File: config.mk
export PLATFORM = sky130hd
export DESIGN_NAME = game_retract_flat
export DESIGN_NICKNAME = d
export VERILOG_FILES = /design/src/rtl/game_retract_if.sv /design/src/rtl/game_retract.sv /design/src/flat_wrapper.sv
export SDC_FILE = /design/constraint.sdc
export NUM_CORES = 2
export LEC_CHECK = 0
export CAP_MARGIN = 40
export CORE_ASPECT_RATIO = 0.5
export CORE_MARGIN = 1
export CORE_UTILIZATION = 35
export CTS_CLUSTER_DIAMETER = 150
export DETAILED_ROUTE_END_ITERATION = 6
export MAX_ROUTING_LAYER = met4
export SYNTH_ARGS = -nofsm -noshare
export SYNTH_HDL_FRONTEND = slang
export SYNTH_SLANG_ARGS = --single-unit
export TNS_END_PERCENT = 100
File: constraint.sdc
create_clock -name clk -period 20.3 [get_ports clk]
set_clock_uncertainty 0.15 [all_clocks]
set_input_delay 5.075 -clock clk [delete_from_list [all_inputs] [get_ports clk]]
set_output_delay 5.075 -clock clk [all_outputs]
set_load 0.005 [all_outputs]
File: src/rtl/game_retract_if.sv
// game_retract_if: command/state bundle between the move logic and the retract engine.
// Macro: none.
// Ports (master = move/level logic, slave = game_retract):
//   game_state_en   command strobe
//   sel             0 load, 1 commit, 2 retract, 3 hold
//   game_state_int  initial level state
//   game_state_bm   state before the committed move
//   game_state_mm   state after the committed move
//   game_state      current registered game state
//   hist_cnt        number of valid history entries
//   can_retract     history non-empty
interface game_retract_if #(
    parameter int STATE_W = 134,
    parameter int PTR_W   = 4
);
    logic               game_state_en;
    logic [1:0]         sel;
    logic [STATE_W-1:0] game_state_int;
    logic [STATE_W-1:0] game_state_bm;
    logic [STATE_W-1:0] game_state_mm;
    logic [STATE_W-1:0] game_state;
    logic [PTR_W:0]     hist_cnt;
    logic               can_retract;

    modport master (
        output game_state_en, sel, game_state_int, game_state_bm, game_state_mm,
        input  game_state, hist_cnt, can_retract
    );

    modport slave (
        input  game_state_en, sel, game_state_int, game_state_bm, game_state_mm,
        output game_state, hist_cnt, can_retract
    );
endinterface

File: src/rtl/game_retract.sv
// game_retract: undo engine holding the current game state and a LIFO of pre-move states.
// Macro: GAME_RETRACT_OVERWRITE_EN - when defined, a commit on a full history drops the oldest entry.
// Ports:
//   clk  system clock
//   rst  synchronous active-high reset
//   bus  game_retract_if.slave (command strobe/select, level/move data, state and history status)
module game_retract #(
    parameter int STATE_W = 134,
    parameter int DEPTH   = 16,
    parameter int PTR_W   = 4
) (
    input logic           clk,
    input logic           rst,
    game_retract_if.slave bus
);
`ifdef GAME_RETRACT_OVERWRITE_EN
    localparam bit OVERWRITE = 1'b1;
`else
    localparam bit OVERWRITE = 1'b0;
`endif
    localparam logic [PTR_W:0] FULL = (PTR_W+1)'(DEPTH);

    logic [STATE_W-1:0] mem [DEPTH];
    logic [STATE_W-1:0] state;
    logic [PTR_W-1:0]   wp;
    logic [PTR_W-1:0]   top;
    logic [PTR_W:0]     cnt;
    logic [PTR_W:0]     cnt_nxt;
    logic               can;
    logic               load;
    logic               commit;
    logic               push;
    logic               pop;
    logic               full;

    assign full   = cnt == FULL;
    assign top    = wp - 1'b1;
    assign load   = bus.game_state_en && bus.sel == 2'd0;
    assign commit = bus.game_state_en && bus.sel == 2'd1;
    assign pop    = bus.game_state_en && bus.sel == 2'd2 && cnt != '0;
    // A full history only accepts a push when the oldest entry may be overwritten.
    assign push   = commit && (!full || OVERWRITE);

    always_comb begin
        cnt_nxt = load ? '0 : (push && !full) ? cnt + 1'b1 : pop ? cnt - 1'b1 : cnt;
    end

    always_ff @(posedge clk) begin
        if (push)
            mem[wp] <= bus.game_state_bm;
    end

    always_ff @(posedge clk) begin
        if (rst) begin
            state <= '0;
            wp    <= '0;
            cnt   <= '0;
            can   <= 1'b0;
        end else begin
            state <= load ? bus.game_state_int : commit ? bus.game_state_mm : pop ? mem[top] : state;
            wp    <= push ? wp + 1'b1 : pop ? top : wp;
            cnt   <= cnt_nxt;
            can   <= cnt_nxt != '0;
        end
    end

    assign bus.game_state  = state;
    assign bus.hist_cnt    = cnt;
    assign bus.can_retract = can;
endmodule

File: src/flat_wrapper.sv
// flat-port wrapper written by rule: the top's interface ports become plain ports
module game_retract_flat 
#(
    parameter int STATE_W = 134,
    parameter int DEPTH   = 16,
    parameter int PTR_W   = 4
)
  (clk, rst, bus_game_state_en, bus_sel, bus_game_state_int, bus_game_state_bm, bus_game_state_mm, bus_game_state, bus_hist_cnt, bus_can_retract);
  game_retract_if #(.STATE_W(STATE_W), .PTR_W(PTR_W)) bus_i ();
  input logic clk;
  input logic rst;
  input wire logic [$bits(bus_i.game_state_en)-1:0] bus_game_state_en;
  input wire logic [$bits(bus_i.sel)-1:0] bus_sel;
  input wire logic [$bits(bus_i.game_state_int)-1:0] bus_game_state_int;
  input wire logic [$bits(bus_i.game_state_bm)-1:0] bus_game_state_bm;
  input wire logic [$bits(bus_i.game_state_mm)-1:0] bus_game_state_mm;
  output wire logic [$bits(bus_i.game_state)-1:0] bus_game_state;
  output wire logic [$bits(bus_i.hist_cnt)-1:0] bus_hist_cnt;
  output wire logic [$bits(bus_i.can_retract)-1:0] bus_can_retract;
  assign bus_i.game_state_en = bus_game_state_en;
  assign bus_i.sel = bus_sel;
  assign bus_i.game_state_int = bus_game_state_int;
  assign bus_i.game_state_bm = bus_game_state_bm;
  assign bus_i.game_state_mm = bus_game_state_mm;
  assign bus_game_state = bus_i.game_state;
  assign bus_hist_cnt = bus_i.hist_cnt;
  assign bus_can_retract = bus_i.can_retract;
  game_retract #(.STATE_W(STATE_W), .DEPTH(DEPTH), .PTR_W(PTR_W)) u_core (.clk(clk), .rst(rst), .bus(bus_i));
endmodule
==> results.md <==
- GPL Wtd Cong: 0.785
- Async S/R FF share, synth: 0%
- PortBufs: 546
- Distinct cell type count after synthesis: 48
- Filler instances: ~21,000
- Top-area cell type share of the netlist area: between 70% and 80%
- # setup viols final: 0
- Synth warn: 0
- Cell taking the most area after synthesis: edfxtp_1
- Ranking of synthesized cells by area: edfxtp_1, mux4_2, dfxtp_1
- Synthesized instance count: 3,990
- Core Region: roughly 250,000 um2
- Internal: approximately 7.8 mW
- Hold Buf Count CTS: 0
- Clock Power Share: a little under two fifths
- Final hold violations: 0
- Switching power: about 2.2 mW
- RSZ-0062 raised after global routing: false
- Top-Level Pins: about 550
- Remaining DRCs: 0
- Vias in the first global route: about 45,000
- Synth Flop Type: edfxtp_1
- P_leak: between 30 and 40 nW
- # clock sinks: ~2,300
- CTS Buf Count: 208
- Area grow syn2layout: 19.1%
- Worst hold start: u_core.bus.game_state[35]$_SDFFE_PP0P_
- Max Slew Vio Count: 0
- Most frequent cell after synthesis: edfxtp_1
- Status: completed
- HP Class: reg2reg
- Final #Nets: 5,015
- Crit-path max FO: 43
- Post-Syn Nets: roughly 4,400
- Pin slew with the least headroom to its limit: between 1000 and 1500 ps
- Crit path arrival time: between 9000 and 10,000 ps
- Clk buf depth: 3
- Share of cells above drive strength 1: 22.7%
- Global-route wire length before repair: between 300,000 and 400,000 um
- CP required: between 20,000 and 25,000 ps
- Clock root buffer: clkbuf_16
- Design area: roughly 100,000 um2
- Synth Register Bits: ~2,300
- Switching share of power: between 20% and 30%
- Initial antenna violation count: 25
- Post-synth top cells: edfxtp_1, mux4_2, a21oi_1
- Total power: ~9.9 mW
- Sequential share of power: 52.4%
- Max Clk Rate: 107 MHz
- Clock transition at path regs: around 60 ps
- Max-slew headroom: between 10% and 20%
- Number of flops mapped to enable cells by yosys: roughly 2,100
- Comb pwr share: under 10%
- Final hold slack: ~430 ps
- Drt pass-1 iters: 5
- Max cap viols: 0
- Post-synthesis sequential area ratio: around 77%
- Cell Area, Placed: just under 100,000 um2
- Rows: ~130
- P per Cell Area: approximately 95 nW/um2
- Tcrit/Tclk final: 45.9%
- Critical Path Source: bus_game_state_en
- Die Height: 356 um
- WL final: between 200,000 and 250,000 um
- Clock latency on the worst-skew pair: slightly above 800 ps
- Fin util: between 40% and 50%
- Fin cells: approximately 8,100
- R2R Path Start: u_core.bus.hist_cnt[0]$_SDFF_PP0_
- GRT overflow: 0
- Post-route ant nets: 0
- Fin crit period: 9320 ps
- Inst Count DP: just under 8,000
- TritonCTS clock tree: yes
- Via-to-Cell Ratio: roughly 5.3
- Htree depth: 4
- Largest net degree at the start of global routing: about 140
- Syn Area/Cell: ~22 um2
- Critical path type: in2reg
- Avg WL per Cell: approximately 27 um
- CP Capture Type: register
- Die ar.: approximately 250,000 um2
- Post-synthesis instance area: around 88,000 um2
- Max rail drop VDD: ~0.064 mV
- Gr usage total: about 17%
- Post-CTS sizing: 0
- Setup Slack @ Placement: between 10,000 and 15,000 ps
- DRT iter0 DRCs: about 3,700
- Vias post-DR: around 43,000
- Setup TNS: 0 ps
- Setup bufs post-CTS: 0
- Initial Util: between 30% and 40%
- Die X: a little over 700 um
- Startpoint types: primary input
- DPL Wire Length: 130,000 um
- Final WS setup: 10,980 ps
routing by layer:
layer	part of all wire (%)	track usage [%]	up-vias
met3	4.5	2.10	282
met1	41	22.2	22900
li1	-	-	18300
met2	52	29.2	1150
met5	0	-	-
met4	2.3	4.68	0
final cells by class:
| cell class | count | area (um2) | share of cell area, % |
|---|---|---|---|
| Antenna cell | 14 | 35.0 | 0.0335 |
| Timing Repair Buffer | 657 | 7020 | 6.71 |
| Multi-Input combinational cell | 1439 | 19500 | 18.6 |
| Inverter | 7 | 31.3 | 0.0299 |
| Tap cell | 3340 | 4180 | 4.00 |
| Sequential cell | 2288 | 67300 | 64.4 |
| Clock buffer | 265 | 5540 | 5.30 |
| Clock inverter | 119 | 975 | 0.933 |
cells in the final DEF, fill, tap and decap left out, types with 3 or more instances in the layout:
master,count
clkinv_1,48
clkbuf_16,213
nor2_1,8
a22oi_1,3
mux2_2,118
nand2_1,8
nor3_2,4
buf_16,29
inv_6,4
nor2_4,13
buf_4,71
nor2b_1,5
ha_1,6
a2bb2oi_1,133
nand2b_1,4
mux2_1,17
clkdlybuf4s50_1,546
diode_2,14
bufinv_16,15
clkbuf_1,51
inv_1,6
clkinvlp_4,5
o21ai_0,4
buf_12,11
edfxtp_1,2144
dfxtp_1,143
a21oi_1,271
clkinv_2,44
mux2i_1,135
xnor2_1,4
o221ai_1,135
mux4_2,536
final timing paths:
| kind | to | slack (ps) | cells after the start |
|---|---|---|---|
| worst max-delay path | u_core.mem[13][43]$_DFFE_PP_ | 10980 | 9 |
| worst min-delay path | u_core.bus.game_state[35]$_SDFFE_PP0P_ | 430 | 2 |
| worst max register to register | u_core.mem[13][43]$_DFFE_PP_ | 15510 | 10 |
| worst min register to register | u_core.bus.game_state[35]$_SDFFE_PP0P_ | 430 | 2 |
power groups by stage:
stage	logic (mW)	registers (mW)	clock network [mW]
2_1_floorplan	0.527	5.32	0
3_3_place_gp	0.931	5.32	0
3_5_place_dp	0.960	5.32	0
4_1_cts	0.963	5.21	3.87
5_1_grt	0.998	5.21	4.05
6_report	0.941	5.21	3.79
kinds of logic after synthesis:
group | after synthesis | share of synthesized area, %
adder cells (fa/ha/maj) | 7 | 0.0998
AND/OR/NAND/NOR | 66 | 0.433
AO/OA/AOI/OAI | 553 | 4.33
multiplexers | 806 | 17.0
flip-flops | 2288 | 76.7
XOR/XNOR | 7 | 0.0784
buffers and inverters | 263 | 1.37
registers in the layout, indices dropped and copies added, names as in the netlist:
name and cells:
u_core.bus.can_retract 1, u_core.mem 2144, u_core.wp 4, u_core.bus.game_state 134, u_core.bus.hist_cnt 5
worst max-delay path: stages:
cell             delay (ps)
clkdlybuf4s50_1         750
nand3b_1                550
nor2_2                  310
nand2_1                 240
nor2_4                  520
buf_4                   580
buf_4                   750
buf_4                   520
buf_12                  270
No activity file was read; power rests on OpenSTA's default activity.
